===== src/rtl/icb_arb_2m1s_if.sv =====
// ICB port bundle: command channel plus in-order response channel.
// master drives commands, slave drives ready and responses.
interface icb_arb_2m1s_if #(
    parameter int AW = 32,
    parameter int DW = 32
);
    logic            cmd_valid;
    logic            cmd_ready;
    logic [AW-1:0]   cmd_addr;
    logic            cmd_read;
    logic [DW-1:0]   cmd_wdata;
    logic [DW/8-1:0] cmd_wmask;
    logic            rsp_valid;
    logic            rsp_ready;
    logic            rsp_err;
    logic [DW-1:0]   rsp_rdata;

    modport master (
        output cmd_valid, cmd_addr, cmd_read,
        output cmd_wdata, cmd_wmask, rsp_ready,
        input  cmd_ready, rsp_valid, rsp_err, rsp_rdata
    );

    modport slave (
        input  cmd_valid, cmd_addr, cmd_read,
        input  cmd_wdata, cmd_wmask, rsp_ready,
        output cmd_ready, rsp_valid, rsp_err, rsp_rdata
    );
endinterface


===== src/rtl/icb_arb_2m1s.sv =====
// Two-master to one-slave ICB arbiter: m0 fixed priority, m1 anti-starvation,
// in-order ID FIFO routes each response back to its issuing master.
module icb_arb_2m1s #(
    parameter  int AW         = 32,
    parameter  int DW         = 32,
    parameter  int OUTS_DEPTH = 4,
    parameter  int STARVE_MAX = 15,
    localparam int PW         = $clog2(OUTS_DEPTH),
    localparam int CW         = $clog2(OUTS_DEPTH + 1),
    localparam int SW         = $clog2(STARVE_MAX + 1)
) (
    input  logic                 clk,
    input  logic                 rst_n,
    icb_arb_2m1s_if.slave        m0_icb,
    icb_arb_2m1s_if.slave        m1_icb,
    icb_arb_2m1s_if.master       s_icb,
    output logic [CW-1:0]        outstanding,
    output logic                 rsp_orphan
);

    typedef enum logic {
        ST_ARB,
        ST_LOCK
    } state_t;

    state_t          r_state;
    state_t          w_state_nxt;
    logic            r_gnt;
    logic            w_win;
    logic            w_gv;
    logic            w_full;
    logic            w_empty;
    logic            w_push;
    logic            w_pop;
    logic            w_head;
    logic            w_rv;
    logic            w_m1_hs;
    logic [CW-1:0]   r_cnt;
    logic [PW-1:0]   r_wp;
    logic [PW-1:0]   r_rp;
    logic [OUTS_DEPTH-1:0] r_ids;
    logic [SW-1:0]   r_starve;
    logic            r_orphan;
    logic [AW-1:0]   w_addr;
    logic [DW-1:0]   w_wdata;
    logic [DW/8-1:0] w_wmask;

    assign w_full  = (r_cnt == CW'(OUTS_DEPTH));
    assign w_empty = (r_cnt == '0);

    // While locked the registered grant wins so the payload stays put.
    always_comb begin
        w_win = r_gnt;
        if (r_state == ST_LOCK) begin
            w_win = r_gnt;
        end else if (m0_icb.cmd_valid && m1_icb.cmd_valid) begin
            w_win = (r_starve == SW'(STARVE_MAX));
        end else if (m0_icb.cmd_valid) begin
            w_win = 1'b0;
        end else if (m1_icb.cmd_valid) begin
            w_win = 1'b1;
        end
    end

    always_comb begin
        w_state_nxt = ST_ARB;
        if (s_icb.cmd_valid && !s_icb.cmd_ready) begin
            w_state_nxt = ST_LOCK;
        end
    end

    always_comb begin
        w_addr  = m0_icb.cmd_addr;
        w_wdata = m0_icb.cmd_wdata;
        w_wmask = m0_icb.cmd_wmask;
        if (w_win) begin
            w_addr  = m1_icb.cmd_addr;
            w_wdata = m1_icb.cmd_wdata;
            w_wmask = m1_icb.cmd_wmask;
        end
    end

    assign w_gv = w_win ? m1_icb.cmd_valid : m0_icb.cmd_valid;

    assign s_icb.cmd_valid = w_gv & ~w_full & rst_n;
    assign s_icb.cmd_addr  = w_addr;
    assign s_icb.cmd_wdata = w_wdata;
    assign s_icb.cmd_wmask = w_wmask;
    assign s_icb.cmd_read  = w_win ? m1_icb.cmd_read
                                   : m0_icb.cmd_read;

    assign m0_icb.cmd_ready = ~w_win & s_icb.cmd_ready & ~w_full & rst_n;
    assign m1_icb.cmd_ready =  w_win & s_icb.cmd_ready & ~w_full & rst_n;

    assign w_push  = s_icb.cmd_valid & s_icb.cmd_ready;
    assign w_m1_hs = m1_icb.cmd_valid & m1_icb.cmd_ready;

    assign w_head = r_ids[r_rp];
    assign w_rv   = s_icb.rsp_valid & ~w_empty & rst_n;

    assign m0_icb.rsp_valid = w_rv & ~w_head;
    assign m1_icb.rsp_valid = w_rv &  w_head;
    assign m0_icb.rsp_err   = s_icb.rsp_err & w_rv & ~w_head;
    assign m1_icb.rsp_err   = s_icb.rsp_err & w_rv &  w_head;
    assign m0_icb.rsp_rdata = s_icb.rsp_rdata;
    assign m1_icb.rsp_rdata = s_icb.rsp_rdata;

    assign s_icb.rsp_ready = (w_head ? m1_icb.rsp_ready : m0_icb.rsp_ready)
                           & ~w_empty & rst_n;
    assign w_pop = s_icb.rsp_valid & s_icb.rsp_ready;

    always_ff @(posedge clk or negedge rst_n) begin
        if (!rst_n) begin
            r_state <= ST_ARB;
            r_gnt   <= 1'b1;
        end else begin
            r_state <= w_state_nxt;
            r_gnt   <= w_win;
        end
    end

    always_ff @(posedge clk or negedge rst_n) begin
        if (!rst_n) begin
            r_ids <= '0;
            r_wp  <= '0;
            r_rp  <= '0;
            r_cnt <= '0;
        end else begin
            if (w_push) begin
                r_ids[r_wp] <= w_win;
                r_wp        <= r_wp + 1'b1;
            end
            if (w_pop) begin
                r_rp <= r_rp + 1'b1;
            end
            unique case ({w_push, w_pop})
                2'b10:   r_cnt <= r_cnt + 1'b1;
                2'b01:   r_cnt <= r_cnt - 1'b1;
                default: r_cnt <= r_cnt;
            endcase
        end
    end

    always_ff @(posedge clk or negedge rst_n) begin
        if (!rst_n) begin
            r_starve <= '0;
        end else if (m1_icb.cmd_valid && !w_m1_hs) begin
            if (r_starve != SW'(STARVE_MAX)) begin
                r_starve <= r_starve + 1'b1;
            end
        end else begin
            r_starve <= '0;
        end
    end

    always_ff @(posedge clk or negedge rst_n) begin
        if (!rst_n) begin
            r_orphan <= 1'b0;
        end else if (s_icb.rsp_valid && w_empty) begin
            r_orphan <= 1'b1;
        end
    end

    assign outstanding = r_cnt;
    assign rsp_orphan  = r_orphan;

endmodule


===== src/flat_wrapper.sv =====
// flat-port wrapper written by rule: the top's interface ports become plain ports
module icb_arb_2m1s_flat 
#(
    parameter  int AW         = 32,
    parameter  int DW         = 32,
    parameter  int OUTS_DEPTH = 4,
    parameter  int STARVE_MAX = 15,
    localparam int PW         = $clog2(OUTS_DEPTH),
    localparam int CW         = $clog2(OUTS_DEPTH + 1),
    localparam int SW         = $clog2(STARVE_MAX + 1)
)
  (clk, rst_n, outstanding, rsp_orphan, m0_icb_cmd_valid, m0_icb_cmd_addr, m0_icb_cmd_read, m0_icb_cmd_wdata, m0_icb_cmd_wmask, m0_icb_rsp_ready, m0_icb_cmd_ready, m0_icb_rsp_valid, m0_icb_rsp_err, m0_icb_rsp_rdata, m1_icb_cmd_valid, m1_icb_cmd_addr, m1_icb_cmd_read, m1_icb_cmd_wdata, m1_icb_cmd_wmask, m1_icb_rsp_ready, m1_icb_cmd_ready, m1_icb_rsp_valid, m1_icb_rsp_err, m1_icb_rsp_rdata, s_icb_cmd_valid, s_icb_cmd_addr, s_icb_cmd_read, s_icb_cmd_wdata, s_icb_cmd_wmask, s_icb_rsp_ready, s_icb_cmd_ready, s_icb_rsp_valid, s_icb_rsp_err, s_icb_rsp_rdata);
  icb_arb_2m1s_if #(.AW(AW), .DW(DW)) m0_icb_i ();
  icb_arb_2m1s_if #(.AW(AW), .DW(DW)) m1_icb_i ();
  icb_arb_2m1s_if #(.AW(AW), .DW(DW)) s_icb_i ();
  input  logic clk;
  input  logic rst_n;
  output logic [CW-1:0] outstanding;
  output logic rsp_orphan;
  input wire logic [$bits(m0_icb_i.cmd_valid)-1:0] m0_icb_cmd_valid;
  input wire logic [$bits(m0_icb_i.cmd_addr)-1:0] m0_icb_cmd_addr;
  input wire logic [$bits(m0_icb_i.cmd_read)-1:0] m0_icb_cmd_read;
  input wire logic [$bits(m0_icb_i.cmd_wdata)-1:0] m0_icb_cmd_wdata;
  input wire logic [$bits(m0_icb_i.cmd_wmask)-1:0] m0_icb_cmd_wmask;
  input wire logic [$bits(m0_icb_i.rsp_ready)-1:0] m0_icb_rsp_ready;
  output wire logic [$bits(m0_icb_i.cmd_ready)-1:0] m0_icb_cmd_ready;
  output wire logic [$bits(m0_icb_i.rsp_valid)-1:0] m0_icb_rsp_valid;
  output wire logic [$bits(m0_icb_i.rsp_err)-1:0] m0_icb_rsp_err;
  output wire logic [$bits(m0_icb_i.rsp_rdata)-1:0] m0_icb_rsp_rdata;
  input wire logic [$bits(m1_icb_i.cmd_valid)-1:0] m1_icb_cmd_valid;
  input wire logic [$bits(m1_icb_i.cmd_addr)-1:0] m1_icb_cmd_addr;
  input wire logic [$bits(m1_icb_i.cmd_read)-1:0] m1_icb_cmd_read;
  input wire logic [$bits(m1_icb_i.cmd_wdata)-1:0] m1_icb_cmd_wdata;
  input wire logic [$bits(m1_icb_i.cmd_wmask)-1:0] m1_icb_cmd_wmask;
  input wire logic [$bits(m1_icb_i.rsp_ready)-1:0] m1_icb_rsp_ready;
  output wire logic [$bits(m1_icb_i.cmd_ready)-1:0] m1_icb_cmd_ready;
  output wire logic [$bits(m1_icb_i.rsp_valid)-1:0] m1_icb_rsp_valid;
  output wire logic [$bits(m1_icb_i.rsp_err)-1:0] m1_icb_rsp_err;
  output wire logic [$bits(m1_icb_i.rsp_rdata)-1:0] m1_icb_rsp_rdata;
  output wire logic [$bits(s_icb_i.cmd_valid)-1:0] s_icb_cmd_valid;
  output wire logic [$bits(s_icb_i.cmd_addr)-1:0] s_icb_cmd_addr;
  output wire logic [$bits(s_icb_i.cmd_read)-1:0] s_icb_cmd_read;
  output wire logic [$bits(s_icb_i.cmd_wdata)-1:0] s_icb_cmd_wdata;
  output wire logic [$bits(s_icb_i.cmd_wmask)-1:0] s_icb_cmd_wmask;
  output wire logic [$bits(s_icb_i.rsp_ready)-1:0] s_icb_rsp_ready;
  input wire logic [$bits(s_icb_i.cmd_ready)-1:0] s_icb_cmd_ready;
  input wire logic [$bits(s_icb_i.rsp_valid)-1:0] s_icb_rsp_valid;
  input wire logic [$bits(s_icb_i.rsp_err)-1:0] s_icb_rsp_err;
  input wire logic [$bits(s_icb_i.rsp_rdata)-1:0] s_icb_rsp_rdata;
  assign m0_icb_i.cmd_valid = m0_icb_cmd_valid;
  assign m0_icb_i.cmd_addr = m0_icb_cmd_addr;
  assign m0_icb_i.cmd_read = m0_icb_cmd_read;
  assign m0_icb_i.cmd_wdata = m0_icb_cmd_wdata;
  assign m0_icb_i.cmd_wmask = m0_icb_cmd_wmask;
  assign m0_icb_i.rsp_ready = m0_icb_rsp_ready;
  assign m0_icb_cmd_ready = m0_icb_i.cmd_ready;
  assign m0_icb_rsp_valid = m0_icb_i.rsp_valid;
  assign m0_icb_rsp_err = m0_icb_i.rsp_err;
  assign m0_icb_rsp_rdata = m0_icb_i.rsp_rdata;
  assign m1_icb_i.cmd_valid = m1_icb_cmd_valid;
  assign m1_icb_i.cmd_addr = m1_icb_cmd_addr;
  assign m1_icb_i.cmd_read = m1_icb_cmd_read;
  assign m1_icb_i.cmd_wdata = m1_icb_cmd_wdata;
  assign m1_icb_i.cmd_wmask = m1_icb_cmd_wmask;
  assign m1_icb_i.rsp_ready = m1_icb_rsp_ready;
  assign m1_icb_cmd_ready = m1_icb_i.cmd_ready;
  assign m1_icb_rsp_valid = m1_icb_i.rsp_valid;
  assign m1_icb_rsp_err = m1_icb_i.rsp_err;
  assign m1_icb_rsp_rdata = m1_icb_i.rsp_rdata;
  assign s_icb_cmd_valid = s_icb_i.cmd_valid;
  assign s_icb_cmd_addr = s_icb_i.cmd_addr;
  assign s_icb_cmd_read = s_icb_i.cmd_read;
  assign s_icb_cmd_wdata = s_icb_i.cmd_wdata;
  assign s_icb_cmd_wmask = s_icb_i.cmd_wmask;
  assign s_icb_rsp_ready = s_icb_i.rsp_ready;
  assign s_icb_i.cmd_ready = s_icb_cmd_ready;
  assign s_icb_i.rsp_valid = s_icb_rsp_valid;
  assign s_icb_i.rsp_err = s_icb_rsp_err;
  assign s_icb_i.rsp_rdata = s_icb_rsp_rdata;
  icb_arb_2m1s #(.AW(AW), .DW(DW), .OUTS_DEPTH(OUTS_DEPTH), .STARVE_MAX(STARVE_MAX)) u_core (.clk(clk), .rst_n(rst_n), .m0_icb(m0_icb_i), .m1_icb(m1_icb_i), .s_icb(s_icb_i), .outstanding(outstanding), .rsp_orphan(rsp_orphan));
endmodule

===== config.mk =====
export PLATFORM = sky130hd
export DESIGN_NAME = icb_arb_2m1s_flat
export DESIGN_NICKNAME = d
export VERILOG_FILES = /design/src/rtl/icb_arb_2m1s_if.sv /design/src/rtl/icb_arb_2m1s.sv /design/src/flat_wrapper.sv
export SDC_FILE = /design/constraint.sdc
export NUM_CORES = 1
export LEC_CHECK = 0
export ABC_AREA = 0
export CORE_AREA = 10 10 118 120
export CTS_BUF_LIST = sky130_fd_sc_hd__clkbuf_8
export DETAILED_ROUTE_END_ITERATION = 10
export DIE_AREA = 0 0 128 130
export GPL_TIMING_DRIVEN = 0
export PLACE_DENSITY = 0.7
export SKIP_LAST_GASP = 1
export SYNTH_ARGS = -nofsm -noshare
export SYNTH_HDL_FRONTEND = slang
export SYNTH_SLANG_ARGS = --single-unit

===== constraint.sdc =====
create_clock -name clk -period 4.68 [get_ports clk]
set_clock_uncertainty 0.1 [all_clocks]
set_input_delay 0.936 -clock clk [delete_from_list [all_inputs] [get_ports clk]]
set_output_delay 0.936 -clock clk [all_outputs]
set_load 0.02 [all_outputs]

==> flow_summary.yaml <==
synthesis:
  synth.net_count: 429
  synth_area_leaders: "mux2_4, buf_4, dfrtp_1"
  synth.top_cell.area_share_pct: 38.44
  synth-xor-area-share_pct: 1.950
  synthTopCellsByCount: "mux2_4, buf_4, dfrtp_1"
  syn_area_per_cell_um2: 11.09
  synth_ff_type: "dfrtp_1"
  yosysMostFrequentCell: "mux2_4"
  synth.distinct_cells: 30
  syn_inst: 243
  synthMuxAreaShare_pct: 43.59
  synthAdderAreaFrac_pct: 3.528
  synthArstFlopShare_pct: 100.0
  synth_edf_count: 0
  ys_seq_elements: 18
  synth_compound_area_share_pct: 2.321
  syn_area_um2: 2695
  seq_area_frac_synth_pct: 16.76
  ys.warnings.count: 0
  synth_top_area_cell: "mux2_4"
  synth-simple-area-share_pct: 6.314
  synth_top_family_by_area: "multiplexers"
floorplanning:
  die_y_um: 130
  ioPinCount: 324
  fp.dieW_um: 128
  rows: 40
  start_util_pct: 23.01
  design.core.area_um2: 11710
  die-area_um2: 16640
setup_path:
  r2r_setup_slack_ns: 2.16
  cp_cell_sequence: "dlygate4sd2_1, nand3_1, a21oi_1, clkdlybuf4s50_1"
  setup.worst_path.class: "in2out"
  slowest_delay_ns: 0.85
  worstPathRequired_ns: 3.64
  rr_worst_depth: 10
  critPathSlowestCell: "dlygate4sd2_1"
  critPathCaptureType: "output pin"
  cp_max_fo: 23
  crit_arrival_ns: 3.35
  r2r-end: "u_core.outstanding[2]"
  reg2reg_from: "u_core.r_gnt"
  startpoint_type: "input port"
  crit_buf_inv: 2
  crit_family: "buffers and inverters"
finish:
  final.fill_count: 1075
  antennaDiodeCount: 0
  stdcell_count: 685
  seq_area_um2: 451.7
  multi_input_area_um2: 1555
  design_area_um2: 5836
  area_growth_pct: 116.5
  nNetsFinal: 725
  drive_gt1_share_pct: 28.62
drt:
  wl_um: 14240
  first_pass_iters: 4
  ant_nets: 0
  wire_per_inst_um: 20.79
  drt_iter0_drc: 84
  vias: 2790
  drc: 0
  vias_per_cell: 4.073
hold_path:
  min_path_type: "reg2reg"
  min_from: "u_core.rsp_orphan"
  hold_depth: 1
  min_to: "u_core.rsp_orphan"
global_routing:
  grt_first_pass_wirelength_um: 19910
  grt_overflow_total: 0
  groute.usage.overall_pct: 15.37
  grt_max_degree: 24
  antenna_found_initial: 0
  grt_pass1_vias: 2901
cts:
  clock-sinks: 18
  cts_made_buffers: 3
  cts_max_path_buffers: 2
  cts_tree: "yes"
  cts_max_level: 1
  ctsRootBufferMaster: "clkbuf_8"
  insertion_delay_ns: 0.25
  cts.clk_slew.worst_paths_ns: 0.07
sta:
  rsz0062_at_grt: "no"
  min_period_over_period_pct: 93.74
  period_needed_ns: 4.387
  tightestPinTransition_ns: 0.9903
  hold_viol_final: 0
  maxSlewHeadroom_pct: 33.98
  setup-violations-final: 0
  fmax_mhz: 227.9
  drv_slew: 0
power:
  power_density_nw_per_um2: 251.0
  power_frac_clock_pct: 7.5
  power_frac_seq_pct: 17.6
  p_sw_share_pct: 38.46
  ir_worst_vdd_uv: 247.7
  power_leakage_nw: 2.637
  p_switching_mw: 0.5633
  p_comb_share_pct: 74.9
  p_int_mw: 0.9012
placement:
  postPlaceCellArea_um2: 5792
  io_buffer_count: 291
  placed_cells: 681
  place_hpwl_um: 12840
  gp_congestion: 0.8211
status:
  status: "completed"
run:
  maxCapViolations: 0
[how the worst max path moves through the flow]
stage,startpoint,end,cells past startpoint
CTS,rst_n,m1_icb_cmd_ready,4
detailed placement,rst_n,m1_icb_cmd_ready,4
global placement,rst_n,m1_icb_cmd_ready,4
global route,rst_n,m1_icb_cmd_ready,4
finish,rst_n,m1_icb_cmd_ready,4
floorplan,m1_icb_cmd_valid,s_icb_cmd_addr[10],6
[cell usage in the layout, fill, tap and decap left out, types with 4 or more instances in the layout]
cell,synthesis,final
nor2_1,10,10
inv_1,14,15
nor3_1,9,9
mux2_4,69,69
dfrtp_1,17,17
ha_1,6,6
buf_4,64,64
clkdlybuf4s50_1,0,290
buf_12,7,7
mux2i_1,6,6
nand3_1,4,4
mux2_2,7,7
[cells by family after synthesis]
kind of cell,after synthesis
buffers and inverters,87
multiplexers,82
AND/OR/NAND/NOR,34
flip-flops,18
AO/OA/AOI/OAI,9
adder cells (fa/ha/maj),7
XOR/XNOR,6
[final cells by class]
| type | instances | area share (%) |
|---|---|---|
| Buffer | 72 | 10.83 |
| Clock buffer | 3 | 0.7075 |
| Clock inverter | 1 | 0.06432 |
| Inverter | 15 | 0.9648 |
| Multi-Input combinational cell | 138 | 26.65 |
| Sequential cell | 18 | 7.740 |
| Tap cell | 147 | 3.152 |
| Timing Repair Buffer | 291 | 49.89 |
[worst reg2reg max path: cells and delay by family (launching register included)]
family | cells | cell delay (ns)
adder cells (fa/ha/maj) | 2 | 0.55
flip-flops | 1 | 0.54
AO/OA/AOI/OAI | 2 | 0.51
AND/OR/NAND/NOR | 2 | 0.29
XOR/XNOR | 2 | 0.30
buffers and inverters | 2 | 0.16
[routing by layer]
| metal | wire length [um] | track usage [%] | part of all wire [%] |
|---|---|---|---|
| met5 | 0 | 0 | 0 |
| met4 | 101 | 1.457 | 0.71 |
| met3 | 1269 | 5.274 | 8.9 |
| met2 | 7670 | 29.10 | 54 |
| met1 | 5202 | 16.63 | 37 |
[per-stage QoR]
stage	worst slack, ns	power (mW)	utilization, %	setup TNS, ns	hold slack [ns]
after global placement	0.01092	1.353	49.46	0	0.3600
after detailed placement	-0.05876	1.371	49.46	-0.05876	0.3613
after floorplan	1.647	0.8882	-	0	0.3800
after CTS	0.2126	1.487	49.83	0	0.3866
final	0.2928	1.465	49.83	0	0.3791
after global routing	0.02306	1.555	49.83	0	0.4342
[flip-flops by register name, indices dropped and copies added, names as in the netlist]
signal	count
u_core.r_gnt	1
u_core.r_starve	4
u_core.r_ids	4
u_core.outstanding	3
u_core.r_wp	2
u_core.rsp_orphan	1
u_core.r_rp	2
u_core.r_state	1
[power groups by stage]
stage / clock network [mW] / registers [mW] / logic [mW]
final: 0.109 / 0.258 / 1.10
after global routing: 0.119 / 0.268 / 1.17
after CTS: 0.112 / 0.260 / 1.11
after detailed placement: 0 / 0.263 / 1.11
after global placement: 0 / 0.259 / 1.09
after floorplan: 0 / 0.270 / 0.618
[what timing repair did]
action / in CTS / in global routing
buffers inserted: 0 / 0
resized for setup: 1 / 0
hold buffers: 0 / 0
endpoints found under the setup margin: 1 / 0
Power figures use the tool's default switching activity.
